===== config.mk =====
export PLATFORM = sky130hd
export DESIGN_NAME = proc_dpath_imul_iter
export DESIGN_NICKNAME = d
export VERILOG_FILES = /design/src/rtl/proc_imul_pkg.sv /design/src/rtl/proc_dpath_imul_iter_dpath.sv /design/src/rtl/proc_dpath_imul_iter.sv
export SDC_FILE = /design/constraint.sdc
export NUM_CORES = 1
export LEC_CHECK = 0
export ABC_AREA = 1
export CORE_UTILIZATION = 59
export DETAILED_ROUTE_END_ITERATION = 10
export PLACE_DENSITY = 0.89
export SLEW_MARGIN = 20
export SYNTH_ARGS = -nofsm -noshare
export SYNTH_HDL_FRONTEND = slang
export SYNTH_SLANG_ARGS = --single-unit

===== constraint.sdc =====
create_clock -name clk -period 4.15 [get_ports clk]
set_input_delay 1.245 -clock clk [delete_from_list [all_inputs] [get_ports clk]]
set_output_delay 1.245 -clock clk [all_outputs]
set_load 0.01 [all_outputs]

===== src/rtl/proc_imul_pkg.sv =====
// Shared types for the iterative multiplier: control FSM states and the
// datapath mux selects driven by the control unit.
package proc_imul_pkg;

  typedef enum logic [1:0] {
    IDLE = 2'd0,
    CALC = 2'd1,
    DONE = 2'd2
  } state_t;

  typedef enum logic {
    A_LOAD  = 1'b0,
    A_SHIFT = 1'b1
  } a_mux_sel_t;

  typedef enum logic {
    B_LOAD  = 1'b0,
    B_SHIFT = 1'b1
  } b_mux_sel_t;

  typedef enum logic [1:0] {
    RES_CLEAR = 2'd0,
    RES_ADD   = 2'd1,
    RES_HOLD  = 2'd2
  } result_mux_sel_t;

endpackage


===== src/rtl/proc_dpath_imul_iter_dpath.sv =====
// Shift-add datapath: multiplicand/multiplier/result registers, adder,
// shifters and iteration counter; reports early-exit conditions to control.
module proc_dpath_imul_iter_dpath
  import proc_imul_pkg::*;
#(
  parameter int unsigned p_nbits = 32,
  parameter int unsigned p_cbits = 6
) (
  input  logic                   clk,
  input  logic                   reset,
  input  logic [2*p_nbits-1:0]   istream_msg,
  input  a_mux_sel_t             a_mux_sel,
  input  b_mux_sel_t             b_mux_sel,
  input  result_mux_sel_t        result_mux_sel,
  input  logic                   reg_en,
  output logic                   b_is_zero_next,
  output logic                   count_done,
  output logic [p_nbits-1:0]     result
);

  logic [p_nbits-1:0] a_q, a_d;
  logic [p_nbits-1:0] b_q, b_d;
  logic [p_nbits-1:0] result_q, result_d;
  logic [p_cbits-1:0] counter_q, counter_d;
  logic [p_cbits-1:0] counter_inc;

  assign counter_inc    = counter_q + 1'b1;
  assign b_is_zero_next = (b_q[p_nbits-1:1] == '0);
  assign count_done     = (counter_inc == p_cbits'(p_nbits));
  assign result         = result_q;

  always_comb begin
    a_d       = a_q;
    b_d       = b_q;
    counter_d = counter_q;
    if (reg_en) begin
      a_d       = (a_mux_sel == A_LOAD) ? istream_msg[2*p_nbits-1:p_nbits] : (a_q << 1);
      b_d       = (b_mux_sel == B_LOAD) ? istream_msg[p_nbits-1:0] : (b_q >> 1);
      // The counter restarts with the operand load and advances with each shift.
      counter_d = (b_mux_sel == B_LOAD) ? '0 : counter_inc;
    end
  end

  always_comb begin
    result_d = result_q;
    case (result_mux_sel)
      RES_CLEAR: result_d = '0;
      RES_ADD:   result_d = b_q[0] ? (result_q + a_q) : result_q;
      default:   result_d = result_q;
    endcase
  end

  always_ff @(posedge clk) begin
    if (reset) begin
      a_q       <= '0;
      b_q       <= '0;
      result_q  <= '0;
      counter_q <= '0;
    end else begin
      a_q       <= a_d;
      b_q       <= b_d;
      result_q  <= result_d;
      counter_q <= counter_d;
    end
  end

endmodule


===== src/rtl/proc_dpath_imul_iter.sv =====
// Iterative shift-add multiplier (low p_nbits of in0*in1) with val/rdy
// streams; control FSM here, registers and arithmetic in the dpath.
module proc_dpath_imul_iter #(
  parameter int unsigned p_nbits = 32,
  parameter int unsigned p_cbits = 6
) (
  input  logic                 clk,
  input  logic                 reset,
  input  logic                 istream_val,
  output logic                 istream_rdy,
  input  logic [2*p_nbits-1:0] istream_msg,
  output logic                 ostream_val,
  input  logic                 ostream_rdy,
  output logic [p_nbits-1:0]   ostream_msg
);

  import proc_imul_pkg::*;

  state_t          state_q, state_d;
  a_mux_sel_t      a_mux_sel;
  b_mux_sel_t      b_mux_sel;
  result_mux_sel_t result_mux_sel;
  logic            reg_en;
  logic            b_is_zero_next;
  logic            count_done;
  logic            in_fire;

  // Handshake outputs are decoded from the state flop, forced low under reset.
  assign istream_rdy = (state_q == IDLE) && !reset;
  assign ostream_val = (state_q == DONE) && !reset;
  assign in_fire     = istream_val && istream_rdy;

  always_comb begin
    state_d        = state_q;
    a_mux_sel      = A_SHIFT;
    b_mux_sel      = B_SHIFT;
    result_mux_sel = RES_HOLD;
    reg_en         = 1'b0;
    case (state_q)
      IDLE: begin
        if (in_fire) begin
          state_d        = CALC;
          a_mux_sel      = A_LOAD;
          b_mux_sel      = B_LOAD;
          result_mux_sel = RES_CLEAR;
          reg_en         = 1'b1;
        end
      end
      CALC: begin
        reg_en         = 1'b1;
        result_mux_sel = RES_ADD;
        if (b_is_zero_next || count_done) state_d = DONE;
      end
      DONE: begin
        if (ostream_rdy) state_d = IDLE;
      end
      default: state_d = IDLE;
    endcase
  end

  always_ff @(posedge clk) begin
    if (reset) state_q <= IDLE;
    else       state_q <= state_d;
  end

  proc_dpath_imul_iter_dpath #(
    .p_nbits (p_nbits),
    .p_cbits (p_cbits)
  ) u_dpath (
    .clk            (clk),
    .reset          (reset),
    .istream_msg    (istream_msg),
    .a_mux_sel      (a_mux_sel),
    .b_mux_sel      (b_mux_sel),
    .result_mux_sel (result_mux_sel),
    .reg_en         (reg_en),
    .b_is_zero_next (b_is_zero_next),
    .count_done     (count_done),
    .result         (ostream_msg)
  );

endmodule


==> run summary, run 1 <==
The number of flops mapped to enable cells by yosys works out to 0. The clock reaches the later pin of the worst-skew pair after 0.36 ns. The share of the Yosys chip area taken by registers is 31.3%. The run gives 297 MHz as the highest clock frequency the design can meet.

The net count of the finished layout is 1237. The cell type with the largest total area after synthesis is dfxtp_1. Last weighted congestion value of the routability-driven placer: 0.932.

The tools report the number of gates resized after cts as 0. The share of synthesized area in the top cell type comes to 31.3%. Relative to the synthesized area, the layout overhead comes to 19.3%. The longest individual stage delay on the worst path is 0.57 ns. The critical setup path kind was input pin to output port. For the total non-filler cell area in the finished layout, the log shows 7940 um^2. Summed over all failing endpoints, the final setup total negative slack is 0 ns. Cell class contributing the biggest share of worst-path delay: buffers and inverters. Counting I/O delays and the setup requirement, the final critical path takes 3.37 ns.

Of the cells placed in the final design, the portion with a size suffix greater than 1 is 3.68%. In this run the cell area of the synthesized design comes to 6650 um^2. The critical path starts at reset. The overall overflow remaining after global route is 0. Setup repair after global routing left no endpoint under its margin. Traced cell by cell, the critical path runs through buf_2 -> nor3_1 -> clkdlybuf4s50_1. The overall die height came out at 108 um. The core region is 10900 um^2. The setup slack on the worst flop-to-flop path came out at 1.47 ns.

In the synthesized netlist, the number of instances is 1062. The synthesized netlist devotes 30.2% of its cell area to simple gates. The floorplan step defined a die boundary enclosing 11700 um^2. In this run, placement finished with an instance count of 1265.

The Yosys warning count was 0. Destination of the worst register-to-register timing path: u_dpath.result[21]$_SDFFE_PP0P_. Among all flip-flop cells after synthesis, the most frequent one is dfxtp_1. CTS placed an instance of clkbuf_16 at the clock tree root. The first routing iteration left 403 violations.

VDD sags by at most 0.000318 V. The logs give 1281 for the final standard cell count with taps included and fillers excluded and 7660 um^2 for the standard cell area after detailed placement. The number of hold buffers added after CTS was 0.

For the number of pins with negative max-slew slack in the final report, the log shows 0. In this run the worst hold path is classified as register to register. Following the worst setup path forward leads to its endpoint at ostream_val.

The standard-cell row count came out at 38. The first global-routing pass estimated 29.3 mm of wire. After clock tree synthesis, the clock-pin slew on the worst setup and hold paths is 0.07 ns.

In this run the power density over the cells is 325 nW/um^2. The tool flagged a number of max-cap violations equal to 0. After synthesis, the share of cell area in mux cells is 0%. For this configuration, the core starts out at a cell density of 60.8%. The element type at the critical path start was an input pin. After layout, the worst path uses 81.1% of the clock period.

The compound-gate portion of the synthesized area came out at 20.4%. The number of filler instances in the final layout is 940, and the synthesized-area fraction occupied by adder cells is 6.32%. Dividing the detail-routed via count by the number of cells gives 5.42. The first-pass iteration count of the detailed router came out at 5.

By area, the combinational part of the netlist is dominated by simple AND/OR/NAND/NOR gates. The actual slew at the worst max-slew pin was 0.759 ns; the via count of the routed design was 6938. TritonCTS built the clock tree. The logs give 6546 for the number of global-route vias before repair and 49.4% for the remaining max-slew budget at the tightest pin. For the arrival time of the worst setup path, the log shows 2.12 ns. The post-route antenna net violation count was 0.

In the global route stage, overall resource usage came out at 31.5%. Buffers added to address setup during post-CTS repair amount to 0. Counting every net in the synthesized netlist gives 1163.

Clock tree synthesis inserted a total of 9 buffers. The run finished with clean final reports. Detailed placement finished with a half-perimeter wire length of 12.4 mm. Setup violations remaining at the end of the flow were counted as 0. After detailed routing, the number of remaining DRC violations is 0. Yosys mapped the design onto 38 distinct sky130hd cell types. Counting flops with an async set or reset pin after synthesis yields a share of 0%. Capturing element type of the critical path: an output port. TritonCTS sink count: 104.

The H-tree was split into 3 levels. The initial antenna violation count is 0, and the data required time at the worst endpoint is 2.90 ns. By area the synthesized netlist is led by dfxtp_1 (31%), nand2_1 (20%), a21oi_1 (8.0%). The average detailed-routed wire length per instance was 13.6 um; the clock tree buffer depth was 2.

The worst register-to-register path has a depth of 7. The count of pins on the block boundary is 102. The maximum number of pins on one net before global-route repair is 66, and the total count of hold-check failures in the final report is 0. From left edge to right edge, the die measures 108 um.

The number of antenna diodes in the final layout is 0. The number of buffers and inverters on the critical path is 2. The startpoint identified for the worst register-to-register timing path is state_q[1]$_SDFFE_PP0P_. Number of port buffers: 101. The slowest stage of the critical path belongs to the cell clkdlybuf4s50_1. The clock tree skew after final layout was 0.0116 ns. The final layout contains routed wiring with a total length of 17.4 mm. Counting flops and latches in the post-synthesis netlist gives 104. Measured on the finished design, the core utilization comes to 72.6%. The critical path runs through a total of 3 cells. Of the total synthesized cell area, the portion taken by XOR and XNOR cells is 0.527%.

In this run the static leakage power is 3.60 nW. The average instance in the mapped netlist occupies 6.26 um^2. Maximum fanout count along the critical path: 3.
worst min-delay path, stage by stage (launching register included):
cell	delay [ns]
dfxtp_1	0.32
nand2_1	0.07
a21oi_1	0.05
cell families after synthesis:
| family | after synthesis |
|---|---|
| AOI/OAI and AO/OA | 252 |
| and+or+nand+nor | 492 |
| adders and majority gates | 33 |
| DFF | 104 |
| xor gates and xnor gates | 4 |
| buffers and inverters | 177 |
synthesized netlist by cell type, types with 3 or more instances:
cell type and instances:
ha_1 32, a21oi_1 106, o21bai_1 3, a31oi_1 18, nor2_4 3, nor4_1 3, nand3b_1 6, inv_1 127
a221oi_2 3, inv_2 5, a221oi_1 4, clkbuf_1 18, nor3_1 5, or2_2 4, nand4_1 5, buf_4 4
nand2_1 354, o21ai_0 79, dfxtp_1 104, nor2_1 54, buf_2 12, buf_6 7, buf_1 3, o21ai_1 33
nand3_1 53
worst min-delay path by stage:
stage                                          startpoint  cells after the start                              end
after floorplan              u_dpath.b_q[31]$_SDFFE_PP0P_                      2     u_dpath.b_q[31]$_SDFFE_PP0P_
after global placement       u_dpath.b_q[31]$_SDFFE_PP0P_                      2     u_dpath.b_q[31]$_SDFFE_PP0P_
after detailed placement     u_dpath.b_q[31]$_SDFFE_PP0P_                      2     u_dpath.b_q[31]$_SDFFE_PP0P_
after CTS                    u_dpath.b_q[31]$_SDFFE_PP0P_                      2     u_dpath.b_q[31]$_SDFFE_PP0P_
after global routing      u_dpath.result[24]$_SDFFE_PP0P_                      2  u_dpath.result[24]$_SDFFE_PP0P_
final                        u_dpath.b_q[31]$_SDFFE_PP0P_                      2     u_dpath.b_q[31]$_SDFFE_PP0P_
power breakdown:
| part | internal [mW] | switching (mW) |
|---|---|---|
| Sequential | 1.10 | 0.0770 |
| Combinational | 0.235 | 0.339 |
| Clock | 0.428 | 0.402 |
routing by layer:
| layer | wire, um | global-route usage, % | part of all wire, % | up-vias |
|---|---|---|---|---|
| li1 | - | - | - | 3588 |
| met1 | 7790 | 37.9 | 45 | 3130 |
| met2 | 8330 | 55.8 | 48 | 185 |
| met3 | 864 | 5.55 | 5.0 | 35 |
| met4 | 461 | 11.4 | 2.6 | 0 |
| met5 | 0 | 0 | 0 | - |
area by class of cell:
cell class              count  area, um^2  area share (%)
multi-input cells         781        3820            48.1
clock buffers              11         243            3.06
flip-flops and latches    104        2080            26.2
clock inverters             5        37.5           0.473
inverters                 133         502            6.32
well taps                 140         175            2.21
repair buffers            107        1080            13.6
registers in the layout, indices dropped and copies added, names as in the netlist:
name / cells
u_dpath.result: 32
u_dpath.counter_q: 6
u_dpath.a_q: 32
u_dpath.b_q: 32
state_q: 2
placed cells by master, fill, tap and decap left out, types with 6 or more instances in the layout:
cell,instances
a31oi_1,18
clkbuf_16,9
nand2_1,354
dfxtp_1,104
nor2_1,54
clkdlybuf4s50_1,100
o21ai_0,79
inv_1,127
ha_1,32
o21ai_1,33
nand3b_1,6
a21oi_1,106
nand3_1,53
stage by stage:
| stage | hold WS (ns) | setup WS [ns] | total power [mW] |
|---|---|---|---|
| after CTS | 0.479 | 0.782 | 2.58 |
| after global placement | 0.449 | 0.830 | 1.74 |
| after global routing | 0.508 | 0.771 | 2.70 |
| after floorplan | 0.441 | 0.917 | 1.59 |
| final | 0.480 | 0.784 | 2.58 |
| after detailed placement | 0.469 | 0.777 | 1.76 |
Note: power is estimated with default switching activity, not from simulation.
==> run 2, diff against run 1 <==
CORE_UTILIZATION = 50   (was 59)
PLACE_DENSITY = 0.81   (was 0.89)
clock period = 3.05 ns   (was 4.15 ns; I/O delays follow)
==> run summary, run 2 (synthesis results as in run 1) <==
The CTS clock-pin slew for the worst setup and hold paths came out at 0.07 ns. TritonCTS built the clock tree. Global routing used 25.9% of the available tracks across all layers. The post-route antenna net violation count was 0. Of the total power, combinational logic draws 22.4%. The launching point of the worst reg2reg path was u_dpath.result[0]$_SDFFE_PP0P_. Cells fill 62.8% of the core in the end. The destination of the worst register-to-register timing path was u_dpath.result[24]$_SDFFE_PP0P_.

The sequential cell area is 2080 um^2. The final-layout setup total negative slack came out at 0 ns. Setup repair after global routing left no endpoint under its margin. The power per unit of standard cell area was 439 nW/um^2; the number of global-route vias before repair was 6216.

The run finished with clean final reports. Once the floorplan was initialized, standard cells occupied 52.1% of the core. Entering global routing, the biggest net connects 66 pins. The worst-case setup slack after placement was 0.262 ns. Derived from the worst setup path, the maximum achievable clock frequency is 357 MHz. After layout, the worst path uses 91.8% of the clock period. The signal on the critical path passes through buf_2 -> nor3_1 -> clkdlybuf4s50_1. In the final layout, the share of cells above drive strength 1 is 4.19%. The analysis attributes to cell leakage a power of 3.63 nW.

In this run, post-CTS hold repair placed 0 buffers. The worst hold path belongs to the class register to register. The longest individual stage delay on the worst path was 0.60 ns; the net switching share of the total power was 32.1%. In this run the register-to-register setup slack is 0.76 ns. The capturing element type of the critical path is an output port. Summed over all nets, the switching power comes to 1.13 mW.

The TritonCTS sink count is 104. Buffers placed on the I/O ports in this run total 101. Subtracting the final worst setup slack from the clock period gives 2.80 ns.

The number of pins with negative max-slew slack in the final report was 0; the count of cells along the worst register-to-register path was 13. The run gives 0 as the detailed-route DRC error count. The worst pin sits at a relative slew slack of 59.4%. The proportion of power drawn by flip-flops and latches was 45.3%; the first-pass iteration count of the detailed router was 6.

The master cell of the clock root buffer is clkbuf_16. The tools report the part of the power in the clock network as 32.3%. The wire-length estimate of the detail-placed layout is 12.7 mm. Dividing the detail-routed wire length by the instance count gives 13.2 um. The total count of hold-check failures in the final report is 0, and the number of buffers created by CTS is 9. The run gives 17.4 mm as the total detailed-routing wirelength. For this block, the via count after detailed routing is 6760.

The startpoint identified for the worst hold timing path is u_dpath.b_q[31]$_SDFFE_PP0P_. The worst path meets setup with 0.251 ns of slack. Post-CTS repair changed the size of 0 cells. The logs give 0 for the number of diodes and 0.00959 ns for the clock tree skew after final layout.

Setup fix buffers added after clock tree synthesis: 0. Setup violations remaining at the end of the flow were counted as 0. After detailed routing, the number of vias per cell comes to 5.13. The most common cell after layout, fill and taps aside is nand2_1. The floorplan has 41 rows.

Initial antenna violation count: 0. The core region is 12800 um^2. Leaving out fill and tap cells, the most frequent cells in the layout are nand2_1 (354), inv_1 (127), a21oi_1 (106), dfxtp_1 (104), clkdlybuf4s50_1 (100).

The worst setup path is of the input pin to output port kind. The clock latency of the later-clocked register in the worst-skew pair is 0.36 ns, and the buffer and inverter count on the worst path is 2. The element type at the critical path start is an input pin. The path with the worst hold slack has its endpoint at u_dpath.b_q[31]$_SDFFE_PP0P_. Broken down by cell family, the worst path's largest delay share belongs to buffers and inverters. Relative to the synthesized area, the layout overhead comes to 20.6%.

The full die area came out at 13800 um^2. Fill cells in the final layout number 1214. For the clock tree buffer depth, the log shows 2. STA puts the critical path data arrival time at 1.88 ns.

The maximum fanout count along the critical path came out at 3. The first global-routing pass estimated 29.3 mm of wire. In this run the horizontal extent of the chip is 117 um. The run gives 3820 um^2 as the multi-input logic area.

The actual slew at the worst max-slew pin was 0.609 ns; the worst IR drop on VDD was 0.000409 V. After global routing the overflow that remains totals 0. Measured along the y axis, the die boundary spans 117 um. For the number of H-tree levels, the log shows 3. The highest-delay cell along the critical path is clkdlybuf4s50_1.

The data required time at the worst endpoint is 2.13 ns. Counting instances, the worst hold path has a depth of 2. After the first detailed-routing iteration, the DRC count stood at 418.

The final layout contains 1242 nets. The last weighted congestion value of the routability-driven placer was 0.945. During I/O placement, the number of pins put on the boundary was 102.

The tool flagged a number of max-cap violations equal to 0. The tools report the internal power component as 2.39 mW.
-- run 2: cell count changes in the layout (fill, tap and decap cells not counted) --
cell / previous run / this run
clkinv_4: 0 / 2
clkinvlp_4: 2 / 1
clkbuf_8: 1 / 0
inv_6: 2 / 1
clkinv_8: 0 / 1
inv_8: 0 / 1
clkbuf_1: 1 / 0
buf_4: 4 / 9
-- run 2: through the flow --
stage	power [mW]	instances	hold slack [ns]	cell area, um^2
after detailed placement	2.41	1302	0.457	7730
after global routing	3.71	1318	0.509	8030
after CTS	3.55	1318	0.467	8030
after global placement	2.39	1302	0.448	7730
after floorplan	2.16	1062	0.441	6650
final	3.52	1318	0.465	8030
-- run 2: area by class of cell --
cell class              instances  share of cell area [%]
repair buffers                112                    13.9
well taps                     172                    2.68
clock buffers                   9                    2.81
flip-flops and latches        104                    25.9
multi-input cells             781                    47.6
inverters                     133                    6.25
clock inverters                 7                   0.826
-- run 2: power groups by stage --
stage | Clock (mW) | Sequential [mW] | Combinational [mW]
CTS | 1.17 | 1.59 | 0.790
global placement | 0 | 1.62 | 0.765
floorplan | 0 | 1.59 | 0.565
detailed placement | 0 | 1.62 | 0.788
finish | 1.14 | 1.60 | 0.790
global route | 1.22 | 1.61 | 0.888
-- run 2: worst min-delay path: stages (launching register included) --
cell and delay, ns:
dfxtp_1 0.31, nand2_1 0.06, a21oi_1 0.05
-- run 2: how the worst max path moves through the flow --
stage | from | to | cells after the start
CTS | reset | ostream_val | 3
global route | reset | ostream_val | 3
global placement | reset | ostream_val | 3
detailed placement | reset | ostream_val | 3
floorplan | reset | ostream_val | 3
finish | reset | ostream_val | 3
-- run 2: routing by layer --
layer | GRT usage (%) | vias up | routed length [um]
met2 | 42.7 | 147 | 8120
met5 | 0 | - | 0
met1 | 33.4 | 2975 | 8000
met3 | 5.01 | 29 | 830
met4 | 9.74 | 0 | 435
li1 | - | 3609 | -
